==> src/rtl/matmul_pkg.sv <==
// Shared types and helpers for the systolic matmul operand feeder.
// Provides the feeder state enum, the flush-length function and lane slice macros.
`ifndef MATMUL_PKG_SV
`define MATMUL_PKG_SV

// Lane 'lane' of a vector packed as lanes of 'dw' bits, lane 0 in the LSBs
`define LANE_SLICE(vec, lane, dw) vec[(lane)*(dw) +: (dw)]

package matmul_pkg;

  typedef enum logic [1:0] {
    IDLE  = 2'd0,
    FEED  = 2'd1,
    FLUSH = 2'd2,
    DONE  = 2'd3
  } feeder_state_t;

  // read latency + max skew + max PE hops + mul/acc pipe
  function automatic int unsigned flush_cycles(input int unsigned n);
    return 1 + 3 * (n - 1) + 2;
  endfunction

endpackage

`endif

==> src/rtl/matmul_operand_feeder_if.sv <==
// Control, operand-SRAM read and PE-edge signals of the matmul operand feeder.
// master = feeder side, slave = sequencer/SRAM/array side.
interface matmul_operand_feeder_if #(
  parameter int unsigned N          = 4,
  parameter int unsigned DATA_WIDTH = 16,
  parameter int unsigned ADDR_W     = 8,
  parameter int unsigned K_W        = 8
);
  logic                    go;
  logic [K_W-1:0]          k_len;
  logic                    busy;
  logic                    done;
  logic                    done_ack;
  logic                    rd_en;
  logic [ADDR_W-1:0]       rd_addr;
  logic [N*DATA_WIDTH-1:0] rd_a_data;
  logic [N*DATA_WIDTH-1:0] rd_b_data;
  logic [N*DATA_WIDTH-1:0] a_edge;
  logic [N*DATA_WIDTH-1:0] b_edge;
  logic                    pe_start;

  modport master (
    input  go, k_len, done_ack, rd_a_data, rd_b_data,
    output busy, done, rd_en, rd_addr, a_edge, b_edge, pe_start
  );

  modport slave (
    output go, k_len, done_ack, rd_a_data, rd_b_data,
    input  busy, done, rd_en, rd_addr, a_edge, b_edge, pe_start
  );
endinterface

==> src/rtl/matmul_operand_feeder_skew_line.sv <==
// skew_line: DEPTH-stage shift register with async active-low clear.
// DEPTH=0 degenerates to a wire.
module skew_line #(
  parameter int unsigned DEPTH      = 1,
  parameter int unsigned DATA_WIDTH = 16
) (
  input  logic                  clk,
  input  logic                  reset,
  input  logic [DATA_WIDTH-1:0] d,
  output logic [DATA_WIDTH-1:0] q
);
  generate
    if (DEPTH == 0) begin : g_wire
      assign q = d;
    end else begin : g_sr
      logic [DATA_WIDTH-1:0] sr [DEPTH];

      always_ff @(posedge clk or negedge reset) begin
        if (!reset) begin
          for (int s = 0; s < int'(DEPTH); s++) sr[s] <= '0;
        end else begin
          sr[0] <= d;
          for (int s = 1; s < int'(DEPTH); s++) sr[s] <= sr[s-1];
        end
      end

      assign q = sr[DEPTH-1];
    end
  endgenerate
endmodule

==> src/rtl/matmul_operand_feeder.sv <==
// Operand feeder for the systolic matmul array: reads K slices, skews lane i by i cycles.
// Optional FEEDER_CYCLE_CNT_EN adds a saturating FEED+FLUSH cycle counter output.
module matmul_operand_feeder
  import matmul_pkg::*;
#(
  parameter int unsigned N          = 4,
  parameter int unsigned DATA_WIDTH = 16,
  parameter int unsigned ADDR_W     = 8,
  parameter int unsigned K_W        = 8
) (
  input  logic        clk,
  input  logic        reset,
`ifdef FEEDER_CYCLE_CNT_EN
  output logic [31:0] cycle_cnt,
`endif
  matmul_operand_feeder_if.master bus
);
  localparam int unsigned FLUSH_N = flush_cycles(N);
  localparam int unsigned FL_W    = $clog2(FLUSH_N);
  localparam logic [FL_W-1:0] FL_LAST = FL_W'(FLUSH_N - 1);

  feeder_state_t   state_q, state_d;
  logic [K_W-1:0]  k_q, k_d, k_len_q, k_len_d;
  logic [FL_W-1:0] fl_q, fl_d;
  logic            busy_q, busy_d, done_q, done_d, rd_en_q, rd_en_d, pe_q, pe_d;
  logic            rd_vld_q;
  logic            k_last_c, fl_last_c;

  assign k_last_c  = (k_q == K_W'(k_len_q - K_W'(1)));
  assign fl_last_c = (fl_q == FL_LAST);

  // State register
  always_ff @(posedge clk or negedge reset) begin
    if (!reset) state_q <= IDLE;
    else        state_q <= state_d;
  end

  // Next-state logic
  always_comb begin
    state_d = state_q;
    case (state_q)
      IDLE:    if (bus.go) state_d = (bus.k_len == '0) ? DONE : FEED;
      FEED:    if (k_last_c) state_d = FLUSH;
      FLUSH:   if (fl_last_c) state_d = DONE;
      DONE:    if (bus.done_ack) state_d = IDLE;
      default: state_d = IDLE;
    endcase
  end

  // Output and counter next values; outputs are registered from the next state
  always_comb begin
    k_d     = k_q;
    k_len_d = k_len_q;
    fl_d    = fl_q;
    case (state_q)
      IDLE: if (bus.go) begin
        k_d     = '0;
        k_len_d = bus.k_len;
      end
      FEED: begin
        k_d  = k_last_c ? '0 : k_q + K_W'(1);
        fl_d = '0;
      end
      FLUSH:   fl_d = fl_q + FL_W'(1);
      default: ;
    endcase
    busy_d  = (state_d != IDLE);
    done_d  = (state_d == DONE);
    rd_en_d = (state_d == FEED);
    pe_d    = (state_d != IDLE);
  end

  always_ff @(posedge clk or negedge reset) begin
    if (!reset) begin
      k_q      <= '0;
      k_len_q  <= '0;
      fl_q     <= '0;
      busy_q   <= 1'b0;
      done_q   <= 1'b0;
      rd_en_q  <= 1'b0;
      pe_q     <= 1'b0;
      rd_vld_q <= 1'b0;
    end else begin
      k_q      <= k_d;
      k_len_q  <= k_len_d;
      fl_q     <= fl_d;
      busy_q   <= busy_d;
      done_q   <= done_d;
      rd_en_q  <= rd_en_d;
      pe_q     <= pe_d;
      rd_vld_q <= rd_en_q;
    end
  end

  assign bus.busy     = busy_q;
  assign bus.done     = done_q;
  assign bus.rd_en    = rd_en_q;
  assign bus.rd_addr  = ADDR_W'(k_q);
  assign bus.pe_start = pe_q;

  // Read data is only trusted the cycle after a strobe; otherwise lanes are zero-filled
  for (genvar i = 0; i < int'(N); i++) begin : g_lane
    logic [DATA_WIDTH-1:0] a_in, b_in;
    assign a_in = rd_vld_q ? `LANE_SLICE(bus.rd_a_data, i, DATA_WIDTH) : '0;
    assign b_in = rd_vld_q ? `LANE_SLICE(bus.rd_b_data, i, DATA_WIDTH) : '0;

    if (i == 0) begin : g_direct
      assign `LANE_SLICE(bus.a_edge, i, DATA_WIDTH) = a_in;
      assign `LANE_SLICE(bus.b_edge, i, DATA_WIDTH) = b_in;
    end else begin : g_skew
      skew_line #(.DEPTH(i), .DATA_WIDTH(DATA_WIDTH)) u_skew_a (
        .clk   (clk),
        .reset (reset),
        .d     (a_in),
        .q     (`LANE_SLICE(bus.a_edge, i, DATA_WIDTH))
      );
      skew_line #(.DEPTH(i), .DATA_WIDTH(DATA_WIDTH)) u_skew_b (
        .clk   (clk),
        .reset (reset),
        .d     (b_in),
        .q     (`LANE_SLICE(bus.b_edge, i, DATA_WIDTH))
      );
    end
  end

`ifdef FEEDER_CYCLE_CNT_EN
  // Cleared on accepted go, counts FEED/FLUSH cycles, saturates
  always_ff @(posedge clk or negedge reset) begin
    if (!reset) begin
      cycle_cnt <= '0;
    end else if (state_q == IDLE && bus.go) begin
      cycle_cnt <= '0;
    end else if ((state_q == FEED || state_q == FLUSH) && cycle_cnt != '1) begin
      cycle_cnt <= cycle_cnt + 32'd1;
    end
  end
`endif

endmodule

==> src/flat_wrapper.sv <==
// flat-port wrapper written by rule: the top's interface ports become plain ports
module matmul_operand_feeder_flat import matmul_pkg::*;
#(
  parameter int unsigned N          = 4,
  parameter int unsigned DATA_WIDTH = 16,
  parameter int unsigned ADDR_W     = 8,
  parameter int unsigned K_W        = 8
)
  (clk, reset, bus_go, bus_k_len, bus_done_ack, bus_rd_a_data, bus_rd_b_data, bus_busy, bus_done, bus_rd_en, bus_rd_addr, bus_a_edge, bus_b_edge, bus_pe_start);
  matmul_operand_feeder_if #(.N(N), .DATA_WIDTH(DATA_WIDTH), .ADDR_W(ADDR_W), .K_W(K_W)) bus_i ();
  input  logic clk;
  input  logic reset;
  input wire logic [$bits(bus_i.go)-1:0] bus_go;
  input wire logic [$bits(bus_i.k_len)-1:0] bus_k_len;
  input wire logic [$bits(bus_i.done_ack)-1:0] bus_done_ack;
  input wire logic [$bits(bus_i.rd_a_data)-1:0] bus_rd_a_data;
  input wire logic [$bits(bus_i.rd_b_data)-1:0] bus_rd_b_data;
  output wire logic [$bits(bus_i.busy)-1:0] bus_busy;
  output wire logic [$bits(bus_i.done)-1:0] bus_done;
  output wire logic [$bits(bus_i.rd_en)-1:0] bus_rd_en;
  output wire logic [$bits(bus_i.rd_addr)-1:0] bus_rd_addr;
  output wire logic [$bits(bus_i.a_edge)-1:0] bus_a_edge;
  output wire logic [$bits(bus_i.b_edge)-1:0] bus_b_edge;
  output wire logic [$bits(bus_i.pe_start)-1:0] bus_pe_start;
  assign bus_i.go = bus_go;
  assign bus_i.k_len = bus_k_len;
  assign bus_i.done_ack = bus_done_ack;
  assign bus_i.rd_a_data = bus_rd_a_data;
  assign bus_i.rd_b_data = bus_rd_b_data;
  assign bus_busy = bus_i.busy;
  assign bus_done = bus_i.done;
  assign bus_rd_en = bus_i.rd_en;
  assign bus_rd_addr = bus_i.rd_addr;
  assign bus_a_edge = bus_i.a_edge;
  assign bus_b_edge = bus_i.b_edge;
  assign bus_pe_start = bus_i.pe_start;
  matmul_operand_feeder #(.N(N), .DATA_WIDTH(DATA_WIDTH), .ADDR_W(ADDR_W), .K_W(K_W)) u_core (.clk(clk), .reset(reset), .bus(bus_i));
endmodule
==> config.mk <==
export PLATFORM = sky130hd
export DESIGN_NAME = matmul_operand_feeder_flat
export DESIGN_NICKNAME = d
export VERILOG_FILES = /design/src/rtl/matmul_pkg.sv /design/src/rtl/matmul_operand_feeder_if.sv /design/src/rtl/matmul_operand_feeder_skew_line.sv /design/src/rtl/matmul_operand_feeder.sv /design/src/flat_wrapper.sv
export SDC_FILE = /design/constraint.sdc
export NUM_CORES = 1
export LEC_CHECK = 0
export BUFFER_PORTS_ARGS = -buffer_cell sky130_fd_sc_hd__buf_2
export CELL_PAD_IN_SITES_DETAIL_PLACEMENT = 0
export CELL_PAD_IN_SITES_GLOBAL_PLACEMENT = 1
export CORE_ASPECT_RATIO = 1.2
export CORE_MARGIN = 1.5
export CORE_UTILIZATION = 35
export CTS_CLUSTER_SIZE = 25
export DETAILED_ROUTE_END_ITERATION = 6
export HOLD_SLACK_MARGIN = 0.1
export PLACE_DENSITY_LB_ADDON = 0.05
export SLEW_MARGIN = 20
export SYNTH_ARGS = -nofsm -noshare
export SYNTH_HDL_FRONTEND = slang
export SYNTH_SLANG_ARGS = --single-unit
==> constraint.sdc <==
create_clock -name clk -period 2.2 [get_ports clk]
set_clock_uncertainty 0.05 [all_clocks]
set_input_delay 0.22 -clock clk [delete_from_list [all_inputs] [get_ports clk]]
set_output_delay 0.22 -clock clk [all_outputs]
set_load 0.005 [all_outputs]
==> impl_metrics.json <==
{
  "initial_core_util": 0.355,
  "via_count": 5108,
  "grt_pass1_vias": 5526,
  "maxSlewHeadroom": 0.419,
  "coreArea_mm2": 0.0216,
  "groute.usage.overall": 0.148,
  "synth.distinct_cells": 38,
  "syn_nets": 704,
  "p_total_mw": 11.9,
  "clkLatencyLatePin_ns": 0.50,
  "final_common_cell": "buf_2",
  "vias_per_cell": 4.29,
  "num_rows": 59,
  "fin_crit_sh": 1.01,
  "area_delta_synth_final_pct": 42.3,
  "antenna_found_initial": 3,
  "die_h_um": 165,
  "finalHoldViolations": 0,
  "rsz0062_at_grt": "true",
  "drive_gt1_frac": 0.386,
  "grt_use_met3": 0.0467,
  "ctsHtreeMaxLevel": 1,
  "antenna_left": 0,
  "place_inst": 1035,
  "critPathCaptureType": "flop",
  "slowest_delay_ns": 0.39,
  "avgSynthCellArea_um2": 13.8,
  "yosys_warnings": 0,
  "pwr_density_cell_mw_per_mm2": 1090,
  "fmax_mhz": 452,
  "final_max_slew_viol_count": 0,
  "slowest_stage": "dfrtp_1",
  "syn_inst": 557,
  "crit_arrival_ns": 2.59,
  "hold_class": "input port to async pin",
  "critPathLaunchType": "flop",
  "syn-cell-area_mm2": 0.00768,
  "wirelength_mm": 17.3,
  "routedWlPerCell_um": 14.5,
  "synthArstFlopShare": 1.00,
  "ios": 280,
  "worstPathCellList": "inv_1 > ha_4 > nand2_1 > mux2i_1 > a21oi_2 > a2111oi_4 > nand2_4 > a211oi_4 > nor2b_4",
  "synth_top_family_by_area": "simple AND/OR/NAND/NOR gates",
  "synthSimpleGateAreaFrac": 0.139,
  "clkTransAtPathRegs_ns": 0.06,
  "gp_congestion": 0.807,
  "path_max_fanout": 7,
  "fin_ws_ns": -0.0117,
  "seq_area_frac_synth": 0.710,
  "port_buffers": 279,
  "die_area_mm2": 0.0228,
  "cts_buffer_depth": 3,
  "min_period_ns": 2.21,
  "setup-violations-final": 1,
  "cts-root-buf": "clkbuf_16",
  "max-vdd-ir-drop_v": 0.000771,
  "violations": "setup timing",
  "grt_pass1_wl_mm": 27.3,
  "synth_enable_flop_cells": 0,
  "cp_data_required_time_ns": 2.58,
  "leakage_nw": 5.77,
  "cts_buffers": 24,
  "route.detailed.drc": 0,
  "synth_xor_xnor_area_share": 0.0124,
  "grt-busiest-layer": "met2",
  "overflow": 0,
  "dpl.hpwl_mm": 11.7,
  "final_cell_mix": "278 x buf_2, 215 x dfrtp_1, 128 x and2_1",
  "crit_type": "flop to flop",
  "synthAdderAreaFrac": 0.0114,
  "yosysTopAreaCellShare": 0.710,
  "grt_max_degree": 69,
  "tightest_slew_ns": 0.850,
  "grt_use_met1": 0.171,
  "yosys.area.top_type": "dfrtp_1",
  "muxShareOfSynthArea": 0.0143,
  "clock-sinks": 218,
  "stdcell_count": 1192,
  "synth_compound_area_frac": 0.0313,
  "gr-usage-met2": 0.265,
  "cts_tree": "yes",
  "first_pass_iters": 4,
  "ys_ff_latch": 218,
  "nets": 1045,
  "synth_area_leaders": "dfrtp_1 71%, and2_1 10%, buf_4 6.4%",
  "maxCapViolCount": 0,
  "dr.first_iter.drc_count": 127,
  "ys.flop_type": "dfrtp_1",
  "die_w_um": 138,
  "outcome": "finished, violations left"
}
[state kept, by name (all words and copies together) (netlist names)]
register,count
u_core.k_len_q,8
u_core.g_lane.g_skew.u_skew_b.g_sr.sr,48
u_core.bus.done,1
u_core.bus.rd_en,1
u_core.bus.rd_addr,8
u_core.bus.busy,1
u_core.g_lane.g_skew.u_skew_b.q,48
u_core.rd_vld_q,1
u_core.fl_q,4
u_core.state_q,2
u_core.g_lane.g_skew.u_skew_a.q,48
u_core.g_lane.g_skew.u_skew_a.g_sr.sr,48
[per-layer routing]
layer | vias up | routed length (um)
met1 | 2455 | 6670
met3 | 26 | 1460
met5 | - | 0
li1 | 2402 | -
met2 | 225 | 8800
met4 | 0 | 342
[area by class of cell]
cell class,count,area [um^2]
inverter,14,52.6
timing repair buffer,400,2620
tap,274,343
antenna,3,7.51
sequential,218,5460
multi-input combinational,240,1680
clock buffer,35,683
clock inverter,8,83.8
fill,1938,10700
[report_power, final]
group	total (mW)	switching, mW	internal [mW]
clock	3.83	1.54	2.29
combinational	2.76	1.36	1.40
sequential	5.34	0.437	4.90
total	11.9	3.34	8.59
[path summary, 6_finish.rpt]
path	start	end	slack (ns)	cells after the start
worst max register to register	u_core.k_len_q[0]	u_core.bus.done	-0.01	9
worst min-delay path	reset	u_core.g_lane[2].g_skew.u_skew_a.q[13]	0.21	2
max in group asynchronous	reset	u_core.g_lane[3].g_skew.u_skew_a.q[11]	1.18	3
min in group clk	bus_go	u_core.k_len_q[1]	0.25	4
worst max-delay path	u_core.k_len_q[0]	u_core.bus.done	-0.01	9
worst min register to register	u_core.g_lane[3].g_skew.u_skew_a.g_sr.sr[39]	u_core.g_lane[3].g_skew.u_skew_a.g_sr.sr[23]	0.29	0
[cells in the mapped netlist, drive strengths merged, types with 6 or more instances]
cell type    n
ha           7
dfrtp      218
buf         65
and2       128
clkbuf      20
mux2         8
a31oi        6
o21ai       15
nand3       10
nand2       13
inv         14
[critical path: cells and delay by family, from the launching register on]
family / cells / cell delay [ns]
buffers and inverters: 1 / 0.10
multiplexers: 1 / 0.18
flip-flops: 1 / 0.39
AO/OA/AOI/OAI: 3 / 0.82
AND/OR/NAND/NOR: 3 / 0.42
adder cells (fa/ha/maj): 1 / 0.18
[stage by stage]
step           hold slack (ns)  TNS (ns)  cell area [um^2]   util  worst slack (ns)
2_1_floorplan           -0.126         0              7680      -            0.0421
3_3_place_gp             0.157         0              8970  0.415            0.0181
3_5_place_dp             0.166    -0.147              8970  0.415           -0.0439
4_1_cts                  0.159         0             10800  0.501            0.0265
5_1_grt                  0.248    -0.602             10900  0.505            -0.133
6_report                 0.213   -0.0117             10900  0.505           -0.0117
[cells by family (layout without fill, tap and decap cells)]
family / after synthesis / after routing
flip-flops: 218 / 218
AO/OA/AOI/OAI: 35 / 35
XOR/XNOR: 10 / 10
adder cells (fa/ha/maj): 7 / 7
other: 0 / 3
AND/OR/NAND/NOR: 178 / 178
multiplexers: 10 / 10
buffers and inverters: 99 / 457
[what timing repair did]
item | CTS | global route
gates resized for setup | 4 | 13
setup buffers | 1 | 6
setup endpoints to repair | 4 | 10
hold endpoints to repair | 265 | 0
hold buffers | 105 | 0
pin swaps | 1 | 9
(Power assumes the default switching activity.)
